## src/rtl/penc_pkg.sv

```systemverilog
// Shared CRC-24C definitions for the polar encoder/decoder chain.
// Both the transmit attach and the receive checker step through crc24c_step.
package penc_pkg;

  localparam int                 CRC24_W     = 24;
  localparam logic [CRC24_W-1:0] CRC24C_MASK = 24'hE88D4D;

  typedef enum logic {
    PAYLOAD = 1'b0,
    PARITY  = 1'b1
  } penc_state_e;

  // Reflected, right-shifting single-bit CRC update.
  function automatic logic [CRC24_W-1:0] crc24c_step(
    input logic [CRC24_W-1:0] crc,
    input logic               d,
    input logic [CRC24_W-1:0] mask
  );
    crc24c_step = (crc >> 1) ^ ((crc[0] ^ d) ? mask : '0);
  endfunction

endpackage

```

## src/rtl/penc_crc_24c_step.sv

```systemverilog
// Combinational one-bit CRC-24C step, a thin wrapper over the shared function.
module penc_crc_24c_step
  import penc_pkg::*;
#(
  parameter logic [CRC24_W-1:0] MASK = CRC24C_MASK
) (
  input  logic [0:0]         dat_in,
  input  logic [CRC24_W-1:0] crc_in,
  output logic [CRC24_W-1:0] crc_out
);

  assign crc_out = crc24c_step(crc_in, dat_in[0], MASK);

endmodule

```

## src/rtl/penc_crc_24c_attach.sv

```systemverilog
// Bit-serial CRC-24C attach: forwards payload bits, then appends the 24 parity
// bits LSB first through a single output register stage.
module penc_crc_24c_attach
  import penc_pkg::*;
#(
  parameter logic [CRC24_W-1:0] CRC_INIT = 24'h000000,
  parameter logic [CRC24_W-1:0] CRC_MASK = 24'hE88D4D
) (
  input  logic               clk,
  input  logic               rst,
  input  logic               s_valid,
  output logic               s_ready,
  input  logic               s_data,
  input  logic               s_last,
  output logic               m_valid,
  input  logic               m_ready,
  output logic               m_data,
  output logic               m_last,
  output logic [CRC24_W-1:0] crc_word,
  output logic               crc_vld
);

  penc_state_e        state_q, state_d;
  logic [CRC24_W-1:0] c_q, c_d;
  logic [4:0]         pcnt_q, pcnt_d;
  logic               m_valid_q, m_valid_d;
  logic               m_data_q, m_data_d;
  logic               m_last_q, m_last_d;
  logic [CRC24_W-1:0] crc_word_q, crc_word_d;
  logic               crc_vld_q, crc_vld_d;
  logic [CRC24_W-1:0] crc_step;
  logic               free;

  penc_crc_24c_step #(
    .MASK(CRC_MASK)
  ) u_step (
    .dat_in (s_data),
    .crc_in (c_q),
    .crc_out(crc_step)
  );

  // The output register can take a new bit when empty or draining this cycle.
  assign free    = !m_valid_q || m_ready;
  assign s_ready = (state_q == PAYLOAD) && free;

  always_comb begin
    state_d    = state_q;
    c_d        = c_q;
    pcnt_d     = pcnt_q;
    m_valid_d  = m_valid_q;
    m_data_d   = m_data_q;
    m_last_d   = m_last_q;
    crc_word_d = crc_word_q;
    crc_vld_d  = 1'b0;

    if (free) begin
      m_valid_d = 1'b0;
      m_last_d  = 1'b0;
      case (state_q)
        PAYLOAD: begin
          if (s_valid) begin
            m_data_d  = s_data;
            m_valid_d = 1'b1;
            c_d       = crc_step;
            if (s_last) begin
              crc_word_d = crc_step;
              crc_vld_d  = 1'b1;
              pcnt_d     = '0;
              state_d    = PARITY;
            end
          end
        end
        PARITY: begin
          // c_q holds the finished CRC; shifting it out emits crc_word LSB first.
          m_data_d  = c_q[0];
          m_valid_d = 1'b1;
          c_d       = c_q >> 1;
          pcnt_d    = pcnt_q + 5'd1;
          if (pcnt_q == 5'd23) begin
            m_last_d = 1'b1;
            c_d      = CRC_INIT;
            pcnt_d   = '0;
            state_d  = PAYLOAD;
          end
        end
        default: state_d = PAYLOAD;
      endcase
    end
  end

  always_ff @(posedge clk) begin
    if (rst) begin
      state_q    <= PAYLOAD;
      c_q        <= CRC_INIT;
      pcnt_q     <= '0;
      m_valid_q  <= 1'b0;
      m_data_q   <= 1'b0;
      m_last_q   <= 1'b0;
      crc_word_q <= '0;
      crc_vld_q  <= 1'b0;
    end else begin
      state_q    <= state_d;
      c_q        <= c_d;
      pcnt_q     <= pcnt_d;
      m_valid_q  <= m_valid_d;
      m_data_q   <= m_data_d;
      m_last_q   <= m_last_d;
      crc_word_q <= crc_word_d;
      crc_vld_q  <= crc_vld_d;
    end
  end

  assign m_valid  = m_valid_q;
  assign m_data   = m_data_q;
  assign m_last   = m_last_q;
  assign crc_word = crc_word_q;
  assign crc_vld  = crc_vld_q;

endmodule

```

## config.mk

```make
export PLATFORM = sky130hd
export DESIGN_NAME = penc_crc_24c_attach
export DESIGN_NICKNAME = d
export VERILOG_FILES = /design/src/rtl/penc_pkg.sv /design/src/rtl/penc_crc_24c_step.sv /design/src/rtl/penc_crc_24c_attach.sv
export SDC_FILE = /design/constraint.sdc
export NUM_CORES = 1
export LEC_CHECK = 0
export CORE_MARGIN = 5
export CORE_UTILIZATION = 36
export DETAILED_ROUTE_END_ITERATION = 8
export SLEW_MARGIN = 20
export SYNTH_ARGS = -nofsm -noshare
export SYNTH_HDL_FRONTEND = slang
export SYNTH_SLANG_ARGS = --single-unit
```

## constraint.sdc

```tcl
create_clock -name clk -period 2.7 [get_ports clk]
set_input_delay 0.81 -clock clk [delete_from_list [all_inputs] [get_ports clk]]
set_output_delay 0.81 -clock clk [all_outputs]
set_load 0.005 [all_outputs]
```

==> results of run 1 <==
==> worst max-delay path: stages <==
cell             delay, ns
dlygate4sd2_1         0.26
nor2b_4               0.05
nor2_1                0.09
clkdlybuf4s50_1       0.51
==> sequential cells by signal, indices dropped and copies added, names as in the netlist <==
signal,count
crc_vld,1
m_data,1
crc_word,24
m_last,1
pcnt_q,5
c_q,24
m_valid,1
state_q,1
==> power breakdown <==
group	internal, W	switching, W	total [W]	leakage [nW]
clock	0.000542	0.000345	0.000887	0.109
combinational	0.000140	0.000155	0.000295	0.590
sequential	0.000913	0.0000412	0.000954	0.473
==> layer usage <==
layer  vias to the layer above  share of wire [%]  track usage (%)
met5                         -                  0                0
met4                         0                2.1             7.92
met3                        10                3.5             2.79
met2                        40                 43             20.6
met1                       975                 51             18.8
li1                       1037                  -                -
==> worst max-delay path by stage <==
stage / from / end / slack [ns]
6_report: m_ready / s_ready / 0.16
5_1_grt: m_ready / s_ready / 0.14
4_1_cts: m_ready / s_ready / 0.15
3_5_place_dp: m_ready / s_ready / -0.11
3_3_place_gp: m_ready / s_ready / -0.09
2_1_floorplan: m_ready / s_ready / 0.80
==> cell families after synthesis <==
kind of cell | after synthesis | share of synthesized area [%]
and+or+nand+nor | 122 | 25.0
AOI/OAI and AO/OA | 61 | 15.7
DFF | 58 | 47.9
buffers and inverters | 27 | 5.78
xor gates and xnor gates | 12 | 4.65
muxes | 1 | 0.413
adders and majority gates | 1 | 0.516
==> Yosys cell counts <==
master / count
a31oi_1: 1
a21oi_1: 28
ha_1: 1
xor2_1: 10
nor2_2: 1
buf_6: 4
dfxtp_1: 58
o41ai_1: 1
buf_2: 7
a21o_1: 1
a22oi_1: 1
mux2i_1: 1
nand3b_1: 11
nand3_1: 25
clkbuf_1: 11
or3_1: 4
nand2_1: 41
nor3_1: 10
nand2b_1: 4
a32oi_1: 1
xnor2_2: 1
nand4_1: 2
a211oi_1: 3
xnor2_1: 1
buf_1: 1
o21ai_0: 12
nor2_1: 18
nand4b_1: 2
or2_2: 1
o211a_1: 11
nor3_2: 2
o21ai_1: 2
inv_1: 4
nor2b_4: 1
==> cell type report <==
type                       count  area, um2
clock inverter                 5       77.6
sequential                    58       1160
clock buffer                  11        141
tap                           80        100
fill                         680       3630
multi-input combinational    197       1120
inverter                       4       15.0
timing repair buffer          45        429
==> through the flow <==
stage | hold slack [ns] | TNS [ns] | power, W
floorplan | 0.443 | 0 | 0.00116
global placement | 0.447 | -0.0851 | 0.00127
detailed placement | 0.448 | -0.134 | 0.00127
CTS | 0.460 | 0 | 0.00216
global route | 0.484 | 0 | 0.00224
finish | 0.457 | 0 | 0.00214
==> metrics.txt, run 1 <==
run status=completed; maximum achievable frequency=394 MHz; Iter 0 DRT Violations=97; count of placed standard cells in the final layout, fillers left out=400; 1st-pass router iterations=4; number of different library cells in the post-synthesis netlist=34; leakage dissipation=1.17 nW; number of placed instances, taps included=approximately 380; period utilization=between 90% and 100%; area of the die=0.00847 mm2; source of the worst hold timing path=crc_word[9]$_SDFFE_PP0P_; Max clock buf depth=2; Hold Path Stages=2; number of nets at the end of the flow=322; clock tree from TritonCTS=built; root buffer cell=clkbuf_8; CP startpoint kind=input port; routed wire length=about 5600 um; antenna violations before repair=0; routed vias=around 2.1k; global-route wire length before repair=around 9400 um; R2R Path Start=c_q[0]$_SDFFE_PP0P_; Hold Path Sink=crc_word[9]$_SDFFE_PP0P_; leading cell type in the layout, fill and taps excluded=dfxtp_1; overall overflow remaining after global route=0; Num Clock Sinks=a little under 60; routability cong.=0.805; number of flip-flops and latches in the synthesized netlist=a little under 60; post-cts gate resize count=1; total power density per cell area=701 mW/mm2; largest voltage drop on the vdd net=0.313 mV; kind of path behind the tightest hold check=flip-flop to flip-flop; cell area after layout=around 0.003 mm2; max-slew violation total from the final report=0; Post-DRT Antenna Nets=0; Final Critical Period=2.54 ns; largest area contributor in the netlist=dfxtp_1; crit path setup slack, layout=about 0.16 ns; share of layout cells above drive strength 1=10.3%; endpoint class of the critical path=primary output; initial core utilization=a little over a third; clock input transition at the sequential cells of the worst setup and hold paths=approximately 0.070 ns; Max-cap violations=0; overall routing resource usage=13.9%; Slew Limit Headroom=between 30% and 40%; share of the yosys chip area belonging to registers=between 40% and 50%; Crit Path Class=input port to primary output; worst clock skew=0.00888 ns; post-cts hold buffer count=0; maximum fanout along the worst path=2; post-synthesis instance total=about 280; antenna fix cells=0; final count of hold timing violations=0; total number of placement rows=30; Avg Synthesized Cell Area=~8.6 um2; Via density=5.16; wire length per cell after detailed routing=roughly 14 um; required arrival time at the worst endpoint=1.89 ns; I/O pin count=35; Die Y=92.1 um; Area Growth Syn to Fin=25.7%; number of levels the H-tree was split into=3; Num CTS Buffers=9; CP arrival=1.73 ns; transition time of the tightest slew-check pin=around 0.9 ns; net count of the mapped netlist=289; hpwl dp=about 3500 um; width of the die=a little over 90 um; post-placement cell area=about 0.0028 mm2; warnings from Yosys=0; leading cell types in the layout, fill and taps excluded=dfxtp_1, nand2_1, clkdlybuf4s50_1; main area contributors after synthesis=dfxtp_1, nand2_1, a21oi_1; Setup Fix Bufs, Post-CTS=0; worst reg2reg path depth=4; vias in the first global route=1927; final setup vio count=0; fraction of the core area covered by cells at the end of the flow=45.6%; proportion of netlist area held by the largest area contributor=47.9%; unrepaired setup endpoints after global routing=false; Reg2Reg Setup Slack=0.90 ns; pin count of the biggest net entering global routing=37; number of input and output port buffers inserted=34; residual DRC count=0; core area=0.00668 mm2; clock insertion delay at the later pin of the skew report=0.34 ns; Post-Synthesis Cell Area=between 0.002 and 0.0025 mm2; r2r endpoint=c_q[3]$_SDFFE_PP0P_; minimum setup slack after placement=-0.112 ns
No activity file was read; power rests on OpenSTA's default activity.
==> run 2: changes to the inputs <==
CTS_CLUSTER_DIAMETER = 200   (was default)
GPL_TIMING_DRIVEN = 0   (was default)
clock period = 3.13 ns   (was 2.7 ns; I/O delays follow)
==> run 2 against run 1 <==
Cell count is 3.0% higher. Via count up 2.2%. Routed wire length is 7.2% higher. Combinational power decreased by 9.8%. Critical path type unchanged. Largest cell class unchanged.
==> metrics.txt, run 2 (synthesis results as in run 1) <==
residual DRC count=0; share of layout cells above drive strength 1=9.94%; routed vias=2107; Num CTS Buffers=9; cell at the slowest stage of the critical path=clkdlybuf4s50_1; core area=approximately 0.0067 mm2; Final Critical Period=2.92 ns; post-cts hold buffer count=0; Iter 0 DRT Violations=a little over 80; 1st-pass router iterations=4; run status=completed; cell type group with the largest total delay on the critical path=buffers and inverters; minimum setup slack after placement=-0.0562 ns; combined area of the multi-input logic cells=0.00112 mm2; transition time of the tightest slew-check pin=roughly 0.53 ns; wire length per cell after detailed routing=14.6 um; root buffer cell=clkbuf_8; area of the die=0.00847 mm2; Crit Path Class=input port to primary output; maximum fanout along the worst path=10; max-slew violation total from the final report=0; delay of the slowest critical-path stage=roughly 0.46 ns; leading cell type in the layout, fill and taps excluded=dfxtp_1; total number of placement rows=30; clock input transition at the sequential cells of the worst setup and hold paths=0.07 ns; Reg2Reg Setup Slack=approximately 1.3 ns; leakage dissipation=approximately 1.2 nW; number of levels the H-tree was split into=3; unrepaired setup endpoints after global routing=false; vias in the first global route=roughly 2k; overall overflow remaining after global route=0; global-route wire length before repair=10200 um; Die Y=92.1 um; Critical path buffers and inverters=3; r2r endpoint=c_q[15]$_SDFFE_PP0P_; kind of path behind the tightest hold check=flip-flop to flip-flop; routed wire length=6030 um; Area Growth Syn to Fin=27.1%; fill cell count=677; overall routing resource usage=about 15%; final count of hold timing violations=0; ordered cell list for the critical path=dlygate4sd2_1, nor2b_4, buf_6, nor2_1, clkdlybuf4s50_1; first element of the critical path=m_ready; Hold Path Sink=crc_word[20]$_SDFFE_PP0P_; I/O pin count=35; worst clock skew=0.00693 ns; cell area after layout=0.00308 mm2; Num Clock Sinks=between 50 and 60; largest voltage drop on the vdd net=0.315 mV; sequential standard cell area=around 0.0012 mm2; Via density=slightly above 5; Hold Path Stages=2; antenna violations before repair=0; leading cell types in the layout, fill and taps excluded=dfxtp_1, nand2_1, clkdlybuf4s50_1; maximum achievable frequency=342 MHz; width of the die=92.1 um; crit path setup slack, layout=a little over 0.2 ns; hpwl dp=4180 um; endpoint class of the critical path=primary output; required arrival time at the worst endpoint=2.19 ns; antenna fix cells=0; Max-cap violations=0; fraction of the core area covered by cells at the end of the flow=46.1%; number of nets at the end of the flow=~330; final setup vio count=0; initial core utilization=36.3%; Setup Fix Bufs, Post-CTS=0; number of input and output port buffers inserted=34; CP arrival=~2 ns; period utilization=~93%; CP startpoint kind=input port; clock insertion delay at the later pin of the skew report=0.34 ns; worst reg2reg path depth=6; R2R Path Start=pcnt_q[0]$_SDFFE_PP0P_; clock tree from TritonCTS=built; post-cts gate resize count=1; final worst hold slack=0.454 ns; pin count of the biggest net entering global routing=12; source of the worst hold timing path=crc_word[20]$_SDFFE_PP0P_; Max clock buf depth=2; routability cong.=about 0.80; post-placement cell area=0.00286 mm2; total power density per cell area=603 mW/mm2; Post-DRT Antenna Nets=0; Slew Limit Headroom=64.9%
run 2: final cells by class:
class / instances / share of cell area, %
inverter: 4 / 0.487
tap: 80 / 3.25
buffer: 23 / 4.06
multi-input combinational: 197 / 36.4
clock inverter: 7 / 3.05
timing repair buffer: 34 / 11.0
clock buffer: 9 / 4.02
sequential: 58 / 37.7
run 2: report_power, final:
group          switching, W  total, W  internal [W]
clock              0.000324  0.000770      0.000446
combinational      0.000143  0.000266      0.000124
sequential        0.0000345  0.000821      0.000787
total              0.000501   0.00186       0.00136
run 2: metrics by stage:
stage	TNS, ns	total power [W]	std cells
CTS	0	0.00187	412
finish	0	0.00186	412
detailed placement	-0.0562	0.00111	396
global placement	-0.0546	0.00110	396
global route	0	0.00195	412
floorplan	0	0.00100	282
run 2: routing by layer:
metal	part of all wire, %	vias up	GRT usage [%]
met5	0	-	0
met2	44	36	23.1
met3	3.6	9	2.95
li1	-	1070	-
met4	1.9	0	7.05
met1	50	992	21.1
run 2: worst min-delay path: stages (launching register included):
cell	delay [ns]
dfxtp_1	0.31
nand2_1	0.05
a21oi_1	0.05
run 2: worst max path at each step:
| stage | cells after the start | to |
|---|---|---|
| 5_1_grt | 5 | s_ready |
| 3_5_place_dp | 5 | s_ready |
| 2_1_floorplan | 3 | s_ready |
| 4_1_cts | 5 | s_ready |
| 3_3_place_gp | 5 | s_ready |
| 6_report | 5 | s_ready |
==> run 3: changes to the inputs <==
RECOVER_POWER = 100   (was default)
SETUP_SLACK_MARGIN = 0.5   (was default)
==> run 3 against run 2 <==
Routed wire length up 0.32%. Worst hold slack worse by 0.0027 ns. Design area down 1.1%. Clock skew up 0.00057 ns. Die area unchanged. Via count up 0.66%. First-iteration DRC count up 22%. Combinational power down 6%. Power down 0.78%. Highest routed layer unchanged.
==> metrics.txt, run 3 (synthesis results as in run 1) <==
area of the die=around 0.0085 mm2; largest voltage drop on the vdd net=between 0.3 and 0.4 mV; hpwl dp=4180 um; number of input and output port buffers inserted=34; leading cell type in the layout, fill and taps excluded=dfxtp_1; pin count of the biggest net entering global routing=12; highest routed layer=met4; core area=0.00668 mm2; total power density per cell area=605 mW/mm2; share of layout cells above drive strength 1=8.08%; endpoint class of the critical path=flip-flop; width of the die=92.1 um; accumulated negative setup slack=0 ns; leading cell types in the layout, fill and taps excluded=dfxtp_1, nand2_1, dlygate4sd3_1; clock tree from TritonCTS=built; total number of placement rows=30; 1st-pass router iterations=4; met3 WL=236 um; wire length per cell after detailed routing=14.6 um; clock power share=41.9%; Final Critical Period=2.66 ns; required arrival time at the worst endpoint=about 3.4 ns; Iter 0 DRT Violations=100; crit path setup slack, layout=0.475 ns; ordered cell list for the critical path=dlygate4sd3_1, nand2_1, nor3_1, nand2b_1, clkbuf_1, o21ai_0; number of levels the H-tree was split into=3; final worst hold slack=0.451 ns; routability cong.=0.802; clock input transition at the sequential cells of the worst setup and hold paths=0.07 ns; number of nets at the end of the flow=approximately 340; Crit Path Class=input port to flip-flop; root buffer cell=clkbuf_8; clock insertion delay at the later pin of the skew report=0.34 ns; switching component of the power=0.000500 W; antenna fix cells=0; vias in the first global route=2010; Max clock buf depth=2; unrepaired setup endpoints after global routing=false; max-slew violation total from the final report=0; period utilization=84.8%; Via density=a little over 5; Max-cap violations=0; leakage dissipation=1.25 nW; global-route wire length before repair=slightly above 10000 um; fill cell count=687; final count of hold timing violations=0; Post-DRT Antenna Nets=0; relative contribution of combinational cells to total power=approximately 14%; transition time of the tightest slew-check pin=0.780 ns; switching part of the total=27.1%; maximum fanout along the worst path=10; overall overflow remaining after global route=0; Slew Limit Headroom=47.4%; cell type group with the largest total delay on the critical path=simple AND/OR/NAND/NOR gates; initial core utilization=36.3%; overall routing resource usage=roughly 15%; cell at the slowest stage of the critical path=dlygate4sd3_1; antenna violations before repair=0; Num CTS Buffers=9; delay of the slowest critical-path stage=0.60 ns; met1 WL=3060 um; Critical path buffers and inverters=2; residual DRC count=0; final setup vio count=0; minimum setup slack after placement=-0.0562 ns; maximum achievable frequency=377 MHz; worst clock skew=0.00750 ns; Area Growth Syn to Fin=25.7%; sequential group share of total power=roughly 45%; Die Y=92.1 um; CP arrival=2.91 ns; design internal power=0.00134 W; Num Clock Sinks=58; routed wire length=6050 um; I/O pin count=35; kind of path behind the tightest hold check=flip-flop to flip-flop; routed vias=2121; CP startpoint kind=input port; run status=completed; wire length on met2=between 2000 and 3000 um
## run 3: cell type report
cell class	instances	area (um2)	area share [%]
well taps	80	100	3.29
inverters	4	15.0	0.493
clock buffers	9	124	4.07
clock inverters	7	93.8	3.08
multi-input cells	197	1090	35.9
repair buffers	36	349	11.5
plain buffers	23	108	3.53
flip-flops and latches	58	1160	38.1
## run 3: repair_timing
action / in CTS / in global routing
resized for setup: 3 / 1
pin swaps: 0 / 0
buffers inserted: 2 / 0
hold endpoints to repair: 0 / 0
hold buffers: 0 / 0
setup endpoints to repair: 1 / 1
## run 3: tightest hold or removal path: cells and delay by family, from the launching register on
kind               cells  cell delay, ns
DFF                    1            0.31
AOI/OAI and AO/OA      1            0.05
and+or+nand+nor        1            0.05
## run 3: power groups by stage
stage	Sequential [W]	Clock (W)	Combinational (W)
global placement	0.000838	0	0.000267
detailed placement	0.000838	0	0.000269
floorplan	0.000832	0	0.000173
CTS	0.000821	0.000781	0.000272
finish	0.000820	0.000772	0.000251
global route	0.000827	0.000821	0.000283
## run 3: path summary, 6_finish.rpt
kind	start	to	slack (ns)	cells after the start
worst max-delay path	s_valid	crc_word[22]$_SDFFE_PP0P_	0.47	6
worst min-delay path	crc_word[20]$_SDFFE_PP0P_	crc_word[20]$_SDFFE_PP0P_	0.45	2
worst max register to register	m_valid$_SDFFE_PP0N_	c_q[8]$_SDFFE_PP0P_	1.12	7
worst min register to register	crc_word[20]$_SDFFE_PP0P_	crc_word[20]$_SDFFE_PP0P_	0.45	2
## run 3: stage by stage
step	cells	utilization [%]	power, W	area, um2
finish	414	45.6	0.00184	3050
CTS	414	46.3	0.00187	3100
detailed placement	396	42.9	0.00111	2860
global placement	396	42.9	0.00110	2860
global route	414	45.6	0.00193	3050
floorplan	282	-	0.00100	2420
## run 3: layer usage
metal  GRT usage (%)  vias to the layer above
met5               0                        -
met1            21.0                      999
met4            7.05                        0
li1                -                     1071
met3            2.95                       10
met2            23.3                       41
==> variant 1 (config.mk and constraints of run 3) <==
`crc_word_q` no longer has a reset.
--- a/src/rtl/penc_crc_24c_attach.sv
+++ b/src/rtl/penc_crc_24c_attach.sv
@@ -97,5 +97,4 @@
       m_data_q   <= 1'b0;
       m_last_q   <= 1'b0;
-      crc_word_q <= '0;
       crc_vld_q  <= 1'b0;
     end else begin
@@ -106,7 +105,10 @@
       m_data_q   <= m_data_d;
       m_last_q   <= m_last_d;
-      crc_word_q <= crc_word_d;
       crc_vld_q  <= crc_vld_d;
     end
+  end
+
+  always_ff @(posedge clk) begin
+    crc_word_q <= crc_word_d;
   end
 
Function: changed (a bounded check fails within 4 cycles, from zero or initial values and one cycle with rst high).
==> variant 1 against run 3 <==
  * Combinational power about the same
  * Fmax up 4.5%
  * Clock power down 4.5%
  * Utilization up 0.38 points
  * Critical endpoint is now s_ready
  * Final area down 3.1%
  * Routed wire length down 14%
  * Power up 1.6%
  * Sequential cell count unchanged
  * Synthesized area down 0.98%
  * Worst setup slack better by 0.11 ns
  * Hold slack worse by 0.0010 ns
==> variant 1: results (changes against run 3) <==
metric,value,unit,change
CP max stage cell,dlygate4sd2_1,,
Tmin final,2.54,ns,-0.115 ns
outcome,completed,,
Post-Syn Instances,216,,-23%
HP Start,m_last$_SDFFE_PP0N_,,
post-synthesis mux area share,0.417,%,+0.0041 points
Reg power frac,47.3,%,+2.8 points
Tot GR Track Use,13.8,%,-1.5 points
final setup skew,0.00771,ns,+0.000210 ns
vias per cell,5.03,,-1.8%
sequential area share after synthesis,58.4,%,+10 points
layout cells sized above 1,14.3,%,+6.2 points
dpl cells,326,,-18%
Clock buf/inv share,7.08,%,-0.069 points
"top cells by area, synth","edfxtp_1, dfxtp_1, xnor2_2",,
first-pass GRT wire length,8840,microns,-13%
XOR/XNOR Fraction of Synth Area,7.51,%,+2.9 points
Critical path origin,m_ready,,
"Endpoint, Worst Hold",m_last$_SDFFE_PP0N_,,
CLK BUF,10,,+1
vias in the first global route,1738,,-14%
dpl hpwl,3400,microns,-18%
final net count,268,,-20%
Layout area overhead,23.0,%,
Min Hold Slack,0.450,ns,-0.00103 ns
reg-to-reg endpoint,c_q[20]$_SDFFE_PP0P_,,
worst IR drop on VDD,0.285,mV,-9.5%
WL final,5190,microns,-14%
R2R setup slack,1.10,ns,-0.02 ns
"top cells by count, synth","dfxtp_1, a21oi_1, nand3_1",,
Mapped Area,2400,sq um,-0.98%
post-synthesis compound-gate area fraction,15.5,%,-0.26 points
number of multi-input logic gates,139,,-29%
buffer share of cell area,13.9,%,-1.1 points
WL per Instance,15.1,microns,+3.6%
number of DRC markers in iteration 0,70,,-30%
multi-input logic area,816,sq um,-25%
crit-path max cell delay,0.23,ns,-0.37 ns
Buffers excl. clock,49,,-17%
port buffer count,33,,-2.9%
largest net degree at the start of global routing,25,,+13
Placement Cell Area,2830,sq um,-1.3%
Post-synth EDFFs,24,,+24
Lkg Pwr,0.986,nW,-21%
## variant 1: cell types whose count changed after synthesis, moves of 3 or more
cell and delta:
dfxtp_1 -24, nor2_1 -11, nand3b_1 -11, nand2_1 -24
buf_6 -3, xor2_1 -10, nor3_1 -8, a21oi_2 +14
clkbuf_1 -4, xnor2_2 +9, o211a_1 -11, edfxtp_1 +24
## variant 1: critical path, delay by kind of cell
family	cells	cell delay [ns]
buffers and inverters	3	0.50
and+or+nand+nor	2	0.16
## variant 1: what timing repair did
item | 4_1_cts | 5_1_grt
endpoints found under the setup margin | 25 | 25
gates resized for setup | 7 | 3
pin swaps | 0 | 0
buffers inserted | 1 | 0
## variant 1: routing by layer
metal / wire length (microns) / track usage, %
met4: 127 / 8.42
met1: 2420 / 17.4
met5: 0 / 0
met3: 253 / 4.91
met2: 2380 / 20.3
==> variant 2 (settings of run 3) <==
Made on the original files. Set the package constant `CRC24_W` to 48 (it was 24).
--- a/src/rtl/penc_pkg.sv
+++ b/src/rtl/penc_pkg.sv
@@ -3,5 +3,5 @@
 package penc_pkg;
 
-  localparam int                 CRC24_W     = 24;
+  localparam int                 CRC24_W     = 48;
   localparam logic [CRC24_W-1:0] CRC24C_MASK = 24'hE88D4D;
 
Ports: changed (resized crc_word); port bits go from 35 to 59. The function was not compared with the original's and may differ.
==> variant 2 against run 3 <==
  * Sequential cell count unchanged
  * Via count increased by 32%
  * Synthesized area increased by 20%
  * Combinational power increased by 43%
  * Routed wire length increased by 41%
  * Non-clock buffer count increased by 39
  * Global-route usage increased by 1.7 points
  * Power decreased by 2.9%
  * Final area increased by 20%
  * Sequential share of layout area decreased by 6.3 points
  * Count of clock-buffer cells in the layout increased by 2
  * Cell count increased by 26%
  * Worst setup slack got worse by 0.025 ns
  * Critical endpoint is now c_q[2]$_SDFFE_PP0P_
  * Largest cell class is now multi-input gates
  * Largest power group unchanged
==> variant 2: results (changes against run 3) <==
metric,value,unit,change
outcome,completed,,
"top cells by area, synth","dfxtp_1, a21oi_1, buf_4",,
vias in the first global route,2614,,+30%
"Avg Cell Area, Syn",8.40,sq um,-2.2%
crit-path max cell delay,0.70,ns,+0.10 ns
dpl hpwl,6000,microns,+44%
final net count,424,,+26%
"Max FO, Critical Path",10,,unchanged
Clock transition at path regs,0.07,ns,about the same
Max clock buf depth,2,,unchanged
reg2reg path depth,6,,-1
dpl cells,506,,+28%
HP Start,m_last$_SDFFE_PP0N_,,
fmax,0.373,GHz,-0.95%
"top cells by count, synth","dfxtp_1, a21oi_1, clkbuf_1",,
worst-margin pin slew,0.546,ns,-0.234 ns
WL final,8520,microns,+41%
ANT cells,0,,unchanged
WL per Instance,16.3,microns,+12%
R2R setup slack,1.20,ns,+0.08 ns
sequential area share after synthesis,39.8,%,-8.1 points
Yosys cell types,38,,+12%
worst IR drop on VDD,0.214,mV,-32%
reg-to-reg endpoint,crc_word[6]$_SDFFE_PP0P_,,
number of DRC markers in iteration 0,139,,+39%
routability cong.,0.909,,+13%
YS warnings,0,,unchanged
Hold Crit Depth,2,,unchanged
Placement Cell Area,3470,sq um,+21%
Filler Cells Inserted,799,,+16%
"Endpoint, Worst Hold",m_last$_SDFFE_PP0N_,,
Min Hold Slack,0.456,ns,+0.00427 ns
Lkg Pwr,1.41,nW,+13%
Vias,2802,,+32%
layout cells sized above 1,12.1,%,+4.1 points
final setup skew,0.0117,ns,+0.00416 ns
"Clk Latency, worst-skew pair",0.34,ns,about the same
end of the critical path,c_q[2]$_SDFFE_PP0P_,,
largest net degree at the start of global routing,11,,-1
WP data arrival,2.93,ns,+0.02 ns
first-pass GRT wire length,13500,microns,+32%
pre-CTS setup slack,-0.275,ns,-0.219 ns
Tot GR Track Use,17.1,%,+1.7 points
variant 2: cell count changes after synthesis, sizes merged, moves of 10 or more:
cell / delta
o211a: -11
clkbuf: +15
o31ai: +12
nand2: -27
nand3b: -10
a21oi: +14
nand4: +13
o22ai: +11
a311oi: +11
nor2b: +11
nand3: -10
o2111ai: +12
mux2i: +11
buf: +24
variant 2: cell type report:
| class | instances | area [sq um] | area share [%] |
|---|---|---|---|
| timing repair buffer | 36 | 349 | 9.56 |
| tap | 102 | 128 | 3.50 |
| sequential | 58 | 1160 | 31.8 |
| multi-input combinational | 245 | 1490 | 40.7 |
| clock buffer | 11 | 141 | 3.87 |
| inverter | 5 | 18.8 | 0.514 |
| clock inverter | 3 | 17.5 | 0.480 |
| buffer | 62 | 348 | 9.53 |
variant 2: routing by layer:
layer / wire (microns) / up-vias / GRT usage [%]
met4: 159 / 0 / 5.70
met2: 3840 / 96 / 25.1
met3: 524 / 16 / 5.77
met1: 3990 / 1328 / 23.4
met5: 0 / - / 0
li1: - / 1362 / -
variant 2: cells by family after synthesis:
group | share of synthesized area (%)
flip-flops | 39.8
adder cells (fa/ha/maj) | 0.429
other | 0.129
multiplexers | 4.12
AO/OA/AOI/OAI | 23.8
XOR/XNOR | 3.86
buffers and inverters | 12.3
AND/OR/NAND/NOR | 15.5
variant 2: worst max-delay path, delay by kind of cell:
family,cells,cell delay (ns)
AOI/OAI and AO/OA,2,0.43
and+or+nand+nor,1,0.16
buffers and inverters,3,1.39
variant 2: what timing repair did:
item,CTS,global route
resized for setup,10,3
setup buffers,2,0
setup endpoints to repair,1,11
variant 2: power by group:
group          internal (mW)  leakage, nW  switching, mW
clock network          0.297       0.0810          0.302
registers              0.786        0.473         0.0452
logic                  0.160        0.854          0.198
total                   1.24         1.41          0.545
